### src/rtl/rom_sequencer.sv
// rom_sequencer
//   Address sequencer feeding the LED-driver control ROM. A frame optionally
//   runs one special-mode pass (addr 32..63, driver configuration) and then
//   LAYERS normal-mode passes (addr 0..31). Each address is held for CLK_DIV
//   clocks. Frames are requested through a start/busy/done handshake.
//
//   Optional feature macro: ROM_SPECIAL_MODE_EN
//     defined   : CFG pass and sticky cfg_pending flag are present; the first
//                 frame after reset always configures the drivers.
//     undefined : no CFG pass, cfg_req ignored, addr[5] tied to 0.
//
//   Parameters
//     CLK_DIV  clocks each address is held (1..256)
//     LAYERS   normal-mode passes per frame (1..16)
//
//   Ports
//     clk      system clock, rising edge
//     reset_n  asynchronous active-low reset
//     start    frame request, sampled only while idle
//     cfg_req  one-cycle pulse requesting a CFG pass before the next frame
//     addr     ROM address (registered)
//     layer    index of the current normal pass (registered)
//     busy     high for the whole frame
//     done     one-cycle pulse on the first idle cycle after a frame
module rom_sequencer #(
    parameter int CLK_DIV = 4,
    parameter int LAYERS  = 16
) (
    input  logic       clk,
    input  logic       reset_n,
    input  logic       start,
    input  logic       cfg_req,
    output logic [5:0] addr,
    output logic [3:0] layer,
    output logic       busy,
    output logic       done
);

    localparam logic [7:0] DIV_LOAD   = 8'(CLK_DIV - 1);
    localparam logic [3:0] LAST_LAYER = 4'(LAYERS - 1);

`ifdef ROM_SPECIAL_MODE_EN
    typedef enum logic [1:0] {
        IDLE = 2'd0,
        CFG  = 2'd1,
        RUN  = 2'd2
    } state_t;
`else
    typedef enum logic [1:0] {
        IDLE = 2'd0,
        RUN  = 2'd2
    } state_t;
`endif

    state_t     state;
    logic [7:0] presc;
    logic [4:0] addr_lo;
    logic       addr_hi;
    logic       tick;

    // addr is kept as a 5-bit pass offset plus a page bit; the page bit only
    // exists as a register when the special mode is built in.
    assign addr = {addr_hi, addr_lo};
    assign tick = (presc == 8'd0);

`ifdef ROM_SPECIAL_MODE_EN
    logic cfg_pending;

    always_ff @(posedge clk or negedge reset_n) begin
        if (!reset_n) begin
            state       <= IDLE;
            addr_hi     <= 1'b0;
            addr_lo     <= '0;
            layer       <= '0;
            busy        <= 1'b0;
            done        <= 1'b0;
            presc       <= DIV_LOAD;
            cfg_pending <= 1'b1;
        end else begin
            done <= 1'b0;
            if (cfg_req) begin
                cfg_pending <= 1'b1;
            end
            case (state)
                IDLE: begin
                    if (start) begin
                        presc   <= DIV_LOAD;
                        busy    <= 1'b1;
                        addr_lo <= '0;
                        // A request arriving with start is consumed by this frame.
                        if (cfg_pending || cfg_req) begin
                            state       <= CFG;
                            addr_hi     <= 1'b1;
                            cfg_pending <= 1'b0;
                        end else begin
                            state   <= RUN;
                            addr_hi <= 1'b0;
                            layer   <= '0;
                        end
                    end
                end
                CFG: begin
                    if (tick) begin
                        presc <= DIV_LOAD;
                        if (addr_lo == 5'd31) begin
                            state   <= RUN;
                            addr_hi <= 1'b0;
                            addr_lo <= '0;
                            layer   <= '0;
                        end else begin
                            addr_lo <= addr_lo + 5'd1;
                        end
                    end else begin
                        presc <= presc - 8'd1;
                    end
                end
                RUN: begin
                    if (tick) begin
                        presc <= DIV_LOAD;
                        if (addr_lo == 5'd31) begin
                            if (layer == LAST_LAYER) begin
                                // Park at 31 so the display stays on the latched data.
                                state <= IDLE;
                                busy  <= 1'b0;
                                done  <= 1'b1;
                            end else begin
                                layer   <= layer + 4'd1;
                                addr_lo <= '0;
                            end
                        end else begin
                            addr_lo <= addr_lo + 5'd1;
                        end
                    end else begin
                        presc <= presc - 8'd1;
                    end
                end
                default: begin
                    state <= IDLE;
                    busy  <= 1'b0;
                end
            endcase
        end
    end
`else
    logic unused_cfg_req;

    assign addr_hi        = 1'b0;
    assign unused_cfg_req = cfg_req;

    always_ff @(posedge clk or negedge reset_n) begin
        if (!reset_n) begin
            state   <= IDLE;
            addr_lo <= '0;
            layer   <= '0;
            busy    <= 1'b0;
            done    <= 1'b0;
            presc   <= DIV_LOAD;
        end else begin
            done <= 1'b0;
            case (state)
                IDLE: begin
                    if (start) begin
                        state   <= RUN;
                        presc   <= DIV_LOAD;
                        busy    <= 1'b1;
                        addr_lo <= '0;
                        layer   <= '0;
                    end
                end
                RUN: begin
                    if (tick) begin
                        presc <= DIV_LOAD;
                        if (addr_lo == 5'd31) begin
                            if (layer == LAST_LAYER) begin
                                state <= IDLE;
                                busy  <= 1'b0;
                                done  <= 1'b1;
                            end else begin
                                layer   <= layer + 4'd1;
                                addr_lo <= '0;
                            end
                        end else begin
                            addr_lo <= addr_lo + 5'd1;
                        end
                    end else begin
                        presc <= presc - 8'd1;
                    end
                end
                default: begin
                    state <= IDLE;
                    busy  <= 1'b0;
                end
            endcase
        end
    end
`endif

endmodule

### config.mk
export PLATFORM = sky130hd
export DESIGN_NAME = rom_sequencer
export DESIGN_NICKNAME = d
export VERILOG_FILES = /design/src/rtl/rom_sequencer.sv
export SDC_FILE = /design/constraint.sdc
export NUM_CORES = 1
export LEC_CHECK = 0
export CAP_MARGIN = 20
export CORE_UTILIZATION = 47
export CTS_CLUSTER_SIZE = 24
export DETAILED_ROUTE_END_ITERATION = 6
export GPL_TIMING_DRIVEN = 0
export PLACE_DENSITY_LB_ADDON = 0.2
export SLEW_MARGIN = 20
export SYNTH_ARGS = -nofsm -noshare
export SYNTH_HDL_FRONTEND = slang
export SYNTH_SLANG_ARGS = --single-unit
### constraint.sdc
create_clock -name clk -period 1.8 [get_ports clk]
set_input_delay 0.18 -clock clk [delete_from_list [all_inputs] [get_ports clk]]
set_output_delay 0.18 -clock clk [all_outputs]
set_load 0.01 [all_outputs]
==> flow_results.org, run 1 <==
** Die
- The die is 49.99 µm tall.
- Core region area :: 2191 µm²
- The die covers 2499 µm².
- Width of the die :: 49.99 µm
- I/O pin count :: 16
- After floorplanning, the core was divided into 17 placement rows.
- The initial utilization of the core area, before any placement, comes to 49.40%.

** Routing
- Dividing the detail-routed via count by the number of cells gives 5.524.
- Via Count :: 928
- Routed len/inst :: 13.99 µm
- Routed Wire Length :: 2351 µm
- For this block, the initial DRC count from the detailed router was 21.
- Number of iterations in the first detailed-routing pass :: 4
- Remaining antenna violation count :: 0
- Total DRC errors in the routed layout :: 0

** Clock network
- # clock sinks :: 19
- CTS tree :: done
- The longest clock path from root to sink contains 2 buffers.
- The root buffer cell chosen for the clock tree is sky130_fd_sc_hd__clkbuf_4.
- Number of buffers inserted during clock tree synthesis :: 3
- CTS built an H-tree with a depth of 1.
- Later-pin clock latency in the skew report :: 310 ps
- Clock-pin slew was measured on the worst setup and hold paths at 130 ps.
- CTS Hold Bufs :: 0

** Worst setup path
- Buffer and inverter count on the worst path :: 1
- In this design, the stage delay of the slowest critical-path cell is 420 ps.
- The signal on the critical path passes through ha_1 > and3_4 > ha_4 > inv_2 > o2111ai_4 > or3b_1 > nand3_1.
- Minimum setup slack among reg-to-reg paths :: 50 ps
- Critical path's top delay family :: simple AND/OR/NAND/NOR gates
- Crit Path Category :: flop to flop
- Slowest cell on the critical path :: sky130_fd_sc_hd__dfrtp_2
- Worst EP arrival :: 2000 ps
- The worst setup path is launched from a flop.
- Of all nets on the critical path, the largest fanout is 7.
- Critical Path RT :: 2050 ps
- Element type at the critical path end :: flop
- Worst flop-to-flop path startpoint :: addr_lo[0]
- The number of cells on the worst reg-to-reg path is 7.
- In this run the number of cells on the critical path is 7.
- The most critical setup path has its startpoint at addr_lo[0].

** Timing
- On the final layout, the worst hold slack is 340.4 ps.
- Number of setup violations in the final report :: 0
- Dividing the final minimum period by the clock period gives 97.20%.
- Worst setup slack after layout :: 50.41 ps
- Pins Over Slew Limit :: 0
- The hold violation total from the final report is 0.
- Counting I/O delays and the setup requirement, the final critical path takes 1750 ps.
- Between clock sinks in the finished design, the worst skew comes to 18.46 ps.
- Maximum clock rate :: 571.6 MHz
- Headroom to the max-slew limit came out at 42.79%.
- Unrepaired setup endpoints after global routing :: yes
- Transition time of the tightest slew-check pin :: 855.5 ps

** Job
- The tool flagged a number of max-cap violations equal to 0.

** GRT
- Remaining global-route overflow :: 0
- Wire length of the first global-routing pass :: 3795 µm
- Via count of the first global-routing pass :: 896
- All-layer global routing usage :: 20.17%
- Pin count of the biggest net entering global routing :: 20
- The number of antenna violations at the first check in global routing came to 0.

** Cells and area
- Growth of design area from synthesis to finish :: 28.44%
- Most common library cell in the layout ignoring fill and taps :: sky130_fd_sc_hd__dfrtp_1
- The top cell types in the final layout, fill and taps aside, are sky130_fd_sc_hd__dfrtp_1, sky130_fd_sc_hd__nand3_1, sky130_fd_sc_hd__clkdlybuf4s50_1, sky130_fd_sc_hd__buf_4.
- Utilization after layout :: 63.45%
- In the final design database the tool counted 150 nets.
- After routing the design area is 1390 µm².
- In the final layout, the share of cells above drive strength 1 is 22.86%.
- 0 antenna diodes ended up in the layout.

** Place
- Post-Place Cell Area :: 1262 µm²
- Timing analysis after detailed placement gives a worst setup slack of -114.7 ps.
- Detailed placer's ending HPWL :: 1594 µm
- Count of buffers inserted at the top-level ports :: 13
- Weighted congestion at the end of routability-driven global placement :: 0.7507

** Logic synthesis
- A synthesized cell averages 9.411 µm².
- Post-Syn Nets :: 124
- Counting flops and latches in the post-synthesis netlist gives 19.
- Post-synthesis instance total :: 115
- Number of library cell types mapped by synthesis :: 35
- Part of the Yosys area used for sequential elements :: 44.16%
- Cell area after synthesis :: 1082 µm²
- Number of synthesis warnings :: 0

** Power
- The internal power of the cells totals 1.018 mW.
- In this run the power spent charging and discharging nets is 643.6 µW.
- Power spread over the standard cell area amounts to 1195 nW/µm².
- Part of the power in combinational logic :: 41.5%
- Fraction of power consumed by the clock network :: 13.5%
- Leak Pwr :: 0.5734 nW
- Flop pwr share :: 45.0%
- Worst-case vdd ir drop :: 0.8065 mV
- Switching portion of total power :: 38.73%
- The design draws 1.662 mW.

** Min path
- Path type of the worst min-delay path :: input pin to async pin

** Run status
- Run status :: completed
## power by group through the flow
stage	clock [mW]	combinational [mW]	sequential [mW]
3_5_place_dp	0	0.579	0.751
6_report	0.224	0.690	0.748
2_1_floorplan	0	0.376	0.742
4_1_cts	0.224	0.604	0.741
5_1_grt	0.240	0.782	0.778
3_3_place_gp	0	0.552	0.744
## state kept, by name, indices dropped and copies added (netlist names)
signal	cells
addr_lo	5
done	1
presc	8
busy	1
layer	4
## worst paths after layout
path | end
min in group clk | layer[0]
max reg2reg | addr_lo[1]
max in group asynchronous | addr_lo[0]
max | addr_lo[1]
min | addr_lo[3]
min reg2reg | layer[0]
## cells in the mapped netlist
master / n / area share [%]
sky130_fd_sc_hd__a21boi_0: 1 / 0.69
sky130_fd_sc_hd__a21oi_1: 8 / 3.7
sky130_fd_sc_hd__a31o_1: 1 / 0.81
sky130_fd_sc_hd__a31oi_1: 4 / 2.3
sky130_fd_sc_hd__a32o_1: 1 / 0.92
sky130_fd_sc_hd__and2b_1: 1 / 0.69
sky130_fd_sc_hd__and3_1: 1 / 0.58
sky130_fd_sc_hd__buf_2: 2 / 0.92
sky130_fd_sc_hd__buf_4: 1 / 0.69
sky130_fd_sc_hd__clkbuf_1: 1 / 0.35
sky130_fd_sc_hd__conb_1: 1 / 0.35
sky130_fd_sc_hd__dfrtp_1: 17 / 39
sky130_fd_sc_hd__dfstp_2: 2 / 4.9
sky130_fd_sc_hd__ha_1: 5 / 5.8
sky130_fd_sc_hd__inv_1: 9 / 3.1
sky130_fd_sc_hd__mux2i_1: 2 / 1.8
sky130_fd_sc_hd__nand2_1: 8 / 2.8
sky130_fd_sc_hd__nand2b_1: 3 / 1.7
sky130_fd_sc_hd__nand3_1: 13 / 6.0
sky130_fd_sc_hd__nand3b_1: 4 / 2.8
sky130_fd_sc_hd__nand4_1: 1 / 0.58
sky130_fd_sc_hd__nor2_1: 6 / 2.1
sky130_fd_sc_hd__nor3_1: 5 / 2.3
sky130_fd_sc_hd__nor3_4: 1 / 1.5
sky130_fd_sc_hd__nor4b_1: 1 / 0.81
sky130_fd_sc_hd__nor4b_4: 1 / 2.2
sky130_fd_sc_hd__o2111ai_2: 1 / 1.4
sky130_fd_sc_hd__o21ai_0: 4 / 1.8
sky130_fd_sc_hd__o21ba_2: 1 / 0.92
sky130_fd_sc_hd__or2_2: 1 / 0.58
sky130_fd_sc_hd__or3_1: 4 / 2.3
sky130_fd_sc_hd__or3b_1: 1 / 0.81
sky130_fd_sc_hd__or3b_2: 1 / 0.81
sky130_fd_sc_hd__or4_1: 1 / 0.69
sky130_fd_sc_hd__or4b_1: 1 / 0.92
## layout make-up
type | instances | area (µm²)
fillers | 180 | 800.8
multi-input cells | 83 | 596.8
flip-flops and latches | 19 | 479.2
repair buffers | 21 | 193.9
well taps | 28 | 35.03
inverters | 9 | 33.78
plain buffers | 4 | 23.77
clock buffers | 3 | 22.52
clock inverters | 1 | 5.005
## metrics by stage
stage | setup TNS [ps] | instances
3_3_place_gp | -158.4 | 156
6_report | 0 | 168
4_1_cts | 0 | 166
3_5_place_dp | -549.9 | 156
5_1_grt | -154.3 | 168
2_1_floorplan | 0 | 115
## per-layer routing
metal	share of wire (%)	up-vias	wire length, µm	track usage, %
met4	1.2	0	29	8.571
met3	1.8	4	43	2.778
met1	43	447	1006	24.61
met5	0	-	0	0
met2	54	15	1271	34.89
li1	-	462	-	-
## cells by family after synthesis
kind of cell / Yosys count / share of synthesized area, %
compound gates: 21 / 12.60
fa+ha+maj: 5 / 5.780
buf+inv: 13 / 5.086
flops: 19 / 44.16
mux: 2 / 1.850
other cells: 1 / 0.3465
simple gates: 54 / 30.17
## repair_timing
action                                  4_1_cts  5_1_grt
endpoints found under the setup margin       11       13
buffers inserted                              6        2
pin swaps                                     2        3
gates resized for setup                       3       10
(Power assumes the default switching activity.)
==> run 2: changes to the inputs <==
--- a/config.mk
+++ b/config.mk
@@ -6,12 +6,14 @@
 export NUM_CORES = 1
 export LEC_CHECK = 0
 export CAP_MARGIN = 20
+export CORE_MARGIN = 4
 export CORE_UTILIZATION = 47
 export CTS_CLUSTER_SIZE = 24
 export DETAILED_ROUTE_END_ITERATION = 6
 export GPL_TIMING_DRIVEN = 0
+export MAX_ROUTING_LAYER = met4
 export PLACE_DENSITY_LB_ADDON = 0.2
-export SLEW_MARGIN = 20
+export SLEW_MARGIN = 10
 export SYNTH_ARGS = -nofsm -noshare
 export SYNTH_HDL_FRONTEND = slang
 export SYNTH_SLANG_ARGS = --single-unit
==> run 2 against run 1 <==
Clock power shrank 3%. Wire length grew 0.43%. Maximum frequency is essentially flat. Non-clock buffer count grew 4. Register-to-register slack is essentially flat. Largest power group unchanged.
==> flow_results.org, run 2 (synthesis results as in run 1) <==
** Timing
- Minimum clock period after layout :: 1749 ps (-0.1785 ps)
- Hold violation count in the final report :: 0 (unchanged)
- The smallest setup slack after layout is 50.59 ps (+0.1785 ps).
- The worst slew slack as a fraction of its limit is 43.74% (+0.96 points).
- The transition time at the pin with the least slew margin was 841.2 ps (-14.33 ps).
- The total count of max-transition violations in the final report came to 0 (unchanged).
- Number of setup violations in the final report :: 0 (unchanged)
- Unrepaired setup endpoints after global routing :: yes
- Tcrit/Tclk final :: 97.19% (about the same)
- Final clock skew :: 1.052 ps (-17.40 ps)
- The peak clock frequency supported by timing was 571.6 MHz (about the same).

** Clock network
- The H-tree level count is 1 (unchanged).
- The clock latency reported for the late side of the worst-skew pair is 300 ps (about the same).
- The number of buffers inserted during clock tree synthesis came to 3 (unchanged).
- The clock sink count came to 19 (unchanged).
- CTS tree :: done
- The tree is rooted in a sky130_fd_sc_hd__clkbuf_4.
- The number of buffers inserted by hold repair at cts was 0 (unchanged).
- The CTS clock-pin slew for the worst setup and hold paths was 110 ps (-20 ps).
- Number of buffers between clock root and the deepest sink :: 2 (unchanged)

** Cells and area
- Utilization after layout :: 65.33% (+1.9 points)
- Growth of design area from synthesis to finish :: 33.53%
- Antenna diode instance count :: 0 (unchanged)
- Leaving out fill and tap cells, the most frequent cells in the layout are sky130_fd_sc_hd__dfrtp_1, sky130_fd_sc_hd__nand3_1, sky130_fd_sc_hd__clkdlybuf4s50_1, sky130_fd_sc_hd__buf_4, sky130_fd_sc_hd__nand2_1.
- The post-route non-filler standard cell count came to 172 (+2.4%).
- The post-route cell area was 1445 µm² (+4.0%).
- The library cell used most frequently in the layout, excluding fill and tap cells, is sky130_fd_sc_hd__dfrtp_1.
- Share of layout cells above drive strength 1 :: 27.78% (+4.9 points)
- The post-layout net count is 154 (+2.7%).
- Biggest registers after layout :: presc (8), addr_lo (5), layer (4)
- Max reg flops :: 8 (unchanged)
- Register with the highest flop count :: presc

** GRT
- Via count of the first global-routing pass :: 840 (-6.3%)
- Remaining global-route overflow :: 0 (unchanged)
- All-layer global routing usage :: 15.26% (-4.9 points)
- Wire length of the first global-routing pass :: 3698 µm (-2.6%)
- The pin count of the biggest net entering global routing is 20 (unchanged).
- The number of antenna violations at the first check in global routing came to 0 (unchanged).

** Place
- The number of input and output port buffers inserted came to 13 (unchanged).
- Weighted congestion at the end of routability-driven global placement :: 0.7846 (+4.5%)
- Detailed placer's ending HPWL :: 1543 µm (-3.2%)
- Post-Place Cell Area :: 1262 µm² (unchanged)
- DP Worst Slack :: -87.10 ps (+27.62 ps)
- Placed cell count :: 156 (unchanged)

** Routing
- The wire length the detailed router placed on met1 was 1070 µm (+6.4%).
- The highest layer touched by signal routing is met4.
- Via count normalized by instance count :: 5.384 (-2.5%)
- Number of violations reported at the end of detailed-routing iteration 0 :: 12 (-43%)
- The detail-routed net length per standard cell is 13.73 µm (-1.9%).
- The remaining routing DRC violations came to 0 (unchanged).
- Detail Route met2 WL :: 1196 µm (-5.9%)
- Number of iterations in the first detailed-routing pass :: 4 (unchanged)
- The total via count in the routed design came to 926 (-0.22%).
- Routed Wire Length :: 2361 µm (+0.43%)
- Remaining antenna violation count :: 0 (unchanged)
- Met3 Wirelength :: 63 µm (+47%)

** Die
- The placement row count is 17 (unchanged).
- Die area :: 3134 µm² (+25%)
- The floorplan die height is 55.99 µm (+12%).
- Core region area :: 2212 µm² (+0.97%)
- Width of the die :: 55.99 µm (+12%)
- The initial core utilization came to 48.93% (-0.48 points).
- I/O pin count :: 16 (unchanged)

** Run status
- The run finished with clean final reports.

** Power
- Leak Pwr :: 0.5947 nW (+3.7%)
- Total power :: 1.659 mW (-0.19%)
- Worst-case vdd ir drop :: 0.8127 mV (+0.77%)
- The power density relative to cell area came to 1148 nW/µm² (-4.0%).

** Worst setup path
- The biggest fanout along the worst timing path is 5 (-2).
- Critical Path Source Type :: flop
- The worst setup path is captured at a flop.
- Critical Path RT :: 2030 ps (-20 ps)
- The data arrival time of the critical path was 1980 ps (-20 ps).
- The worst setup path is of the flop to flop kind.

** Min path
- Path type of the worst min-delay path :: input pin to async pin

** Job
- Maximum capacitance violations :: 0 (unchanged)
==> run 2: cell types whose count changed in the layout (fill, tap and decap cells not counted), moves of 2 or more <==
cell,delta
sky130_fd_sc_hd__buf_4,+3
sky130_fd_sc_hd__o21ai_1,+2
sky130_fd_sc_hd__a21oi_2,+2
sky130_fd_sc_hd__o21ai_0,-2
sky130_fd_sc_hd__a21oi_1,-2
==> run 2: routing by layer <==
metal / global-route usage (%) / vias up
met5: - / -
met4: 6.102 / 0
met3: 2.320 / 4
met2: 25.88 / 13
met1: 18.05 / 437
li1: - / 472
==> run 2: final cells by class <==
| type | count | area, µm² |
|---|---|---|
| plain buffers | 4 | 23.77 |
| well taps | 28 | 35.03 |
| repair buffers | 25 | 227.7 |
| flip-flops and latches | 19 | 479.2 |
| clock buffers | 3 | 22.52 |
| clock inverters | 1 | 5.005 |
| fillers | 189 | 767.0 |
| inverters | 9 | 33.78 |
| multi-input cells | 83 | 618.1 |
==> run 2: what timing repair did <==
action,in CTS,in global routing
endpoints found under the hold margin,0,0
resized for setup,3,16
setup endpoints to repair,10,14
pin swaps,6,6
gates cloned,0,0
buffers inserted,12,1
==> run 2: metrics by stage <==
step           hold WS [ps]  setup TNS, ps
2_1_floorplan        -115.6              0
3_3_place_gp          534.2         -137.3
3_5_place_dp          526.7         -339.1
4_1_cts               365.0         -18.31
5_1_grt               413.9         -47.72
6_report              352.9              0
==> run 2: final timing paths <==
path	from	endpoint	slack [ps]	depth (start not counted)
min in group clk	layer[0]	layer[0]	540	1
worst min-delay path	reset_n	addr_lo[1]	350	1
worst min register to register	layer[0]	layer[0]	540	1
worst max-delay path	presc[1]	presc[3]	50	9
max in group asynchronous	reset_n	addr_lo[0]	880	1
worst max register to register	presc[1]	presc[3]	50	9
==> run 2: worst max-delay path, stage by stage, from the launching register on <==
cell and delay, ps:
sky130_fd_sc_hd__dfstp_2 580, sky130_fd_sc_hd__inv_2 60, sky130_fd_sc_hd__ha_4 150, sky130_fd_sc_hd__nor4b_4 130, sky130_fd_sc_hd__buf_4 150, sky130_fd_sc_hd__a21boi_2 140, sky130_fd_sc_hd__buf_4 150, sky130_fd_sc_hd__buf_6 110
sky130_fd_sc_hd__a21oi_1 60, sky130_fd_sc_hd__a31oi_1 140
==> run 2: report_power, final <==
part           internal, mW  leakage [nW]  switching (mW)
clock                0.0828        0.0177           0.134
combinational         0.369         0.358           0.318
sequential            0.566         0.219           0.189
==> RTL edit (config.mk and constraints of run 2) <==
Put a register stage on the output `addr`, cleared by the reset. The value now appears one clock later. The other outputs are not delayed to match. Comments in the files are not updated.
--- a/src/rtl/rom_sequencer.sv
+++ b/src/rtl/rom_sequencer.sv
@@ -60,7 +60,13 @@
 
     // addr is kept as a 5-bit pass offset plus a page bit; the page bit only
     // exists as a register when the special mode is built in.
-    assign addr = {addr_hi, addr_lo};
+    always_ff @(posedge clk or negedge reset_n) begin
+        if (!reset_n) begin
+            addr <= '0;
+        end else begin
+            addr <= {addr_hi, addr_lo};
+        end
+    end
     assign tick = (presc == 8'd0);
 
 `ifdef ROM_SPECIAL_MODE_EN
Function: changed (a bounded check fails within 10 cycles, from zero or initial values and one cycle with reset_n low).
==> RTL edit against run 2 <==
- wire length rose by 3.6%
- sequential cell count increased by 5
- via count grew 1.5%
- final area increased by 8.2%
- combinational power grew 7.7%
- critical endpoint is now layer[3]
- die area increased by 8.3%
- largest cell class unchanged
- power rose by 22%
- worst setup slack got worse by 0.10 ns
- area after synthesis up 9.7%
- the run now ends with setup timing left
- largest power group unchanged
==> RTL edit: results (changes against run 2) <==
----------------------------------------------------
[GRT]
  Total global routing track utilization ... 0.162 (+0.00962)
  Vias in the first global route ... 972 (+16%)
  Wire length of the first global-routing pass ... 4.09 mm (+11%)
  Largest net degree at the start of global routing ... 25 (+25%)

[Logic synthesis]
  Adder-Cell Fraction of Synth Area ... 0.0527 (-0.00512)
  Net count after synthesis ... 122 (-1.6%)
  Compound-gate portion of the synthesized area ... 0.173 (+0.0468)

[Finish]
  Largest regs ... presc x8, addr x5, addr_lo x5
  Share of post-route cells with drive strength above 1 ... 0.294 (+0.0159)

[STA]
  Number of endpoints failing setup at the final stage ... 2 (+2)
  Final setup slack of the worst path ... -0.0532 ns (-0.104 ns)
  Clock Skew ... 0.00746 ns (+0.00640 ns)

[Power and ir drop]
  Leakage power total ... 0.000662 uW (+11%)
  Peak supply drop ... 0.763 mV (-6.1%)

[Status]
  Violations in the final reports ... setup timing
  Outcome ... finished, violations left

[Clock network]
  Clock-pin slew of the registers on the worst-case setup and hold paths ... 0.14 ns (+0.03 ns)
  Clock latency on the worst-skew pair ... 0.32 ns (+0.02 ns)

[Setup path]
  Top fanout value on the critical path ... 4 (-1)
  Path depth of the worst reg2reg path ... 7 (-2)
  Critical Path AT ... 2.11 ns (+0.13 ns)

[Route]
  Iteration-0 DRC count of the detailed router ... 20 (+8)
  Via total after detailed routing ... 940 (+1.5%)
  Wire length per cell ... 14.3 um (+4.2%)

[Placed design]
  Post-DP HPWL ... 1.64 mm (+6.3%)
  Final weighted congestion in routability-driven placement ... 0.800 (+1.9%)

----------------------------------------------------
==> RTL edit: final cells by class <==
class | instances | area [um2]
multi-input cells | 84 | 616
plain buffers | 2 | 11.3
flip-flops and latches | 24 | 603
repair buffers | 26 | 235
well taps | 28 | 35.0
clock buffers | 3 | 22.5
clock inverters | 1 | 30.0
inverters | 3 | 11.3
fillers | 187 | 733
==> RTL edit: routing by layer <==
layer	track usage	vias up	wire length [um]
met5	-	-	0
met3	0.0356	5	65
li1	-	471	-
met4	0.0728	0	44
met2	0.287	13	1250
met1	0.170	451	1090
==> RTL edit: stage by stage <==
step                hold slack [ns]  setup TNS [ns]   util  worst slack (ns)
finish                        0.145         -0.0631  0.681           -0.0532
global route                  0.173          -0.502  0.681            -0.121
CTS                           0.429               0  0.649           0.00427
detailed placement            0.394          -0.878  0.589            -0.280
global placement              0.384          -0.447  0.589            -0.243
floorplan                    -0.116               0      -            0.0281
==> RTL edit: worst max-delay path, stage by stage, from the launching register on <==
cell and delay, ns:
sky130_fd_sc_hd__dfstp_2 0.40, sky130_fd_sc_hd__inv_2 0.08, sky130_fd_sc_hd__ha_4 0.13, sky130_fd_sc_hd__nor4b_4 0.32, sky130_fd_sc_hd__buf_4 0.18, sky130_fd_sc_hd__nand4b_1 0.15, sky130_fd_sc_hd__or3_4 0.41, sky130_fd_sc_hd__a21oi_2 0.14
==> RTL edit: power by group <==
| part | switching (uW) | internal [uW] |
|---|---|---|
| Clock | 169 | 225 |
| Sequential | 174 | 709 |
| Combinational | 330 | 410 |
==> RTL edit: kinds of logic (layout without fill, tap and decap cells) <==
logic type | after synthesis | count (layout)
other cells | 1 | 1
simple gates | 47 | 47
mux | 1 | 1
buf+inv | 5 | 35
fa+ha+maj | 5 | 5
flops | 24 | 24
compound gates | 30 | 30
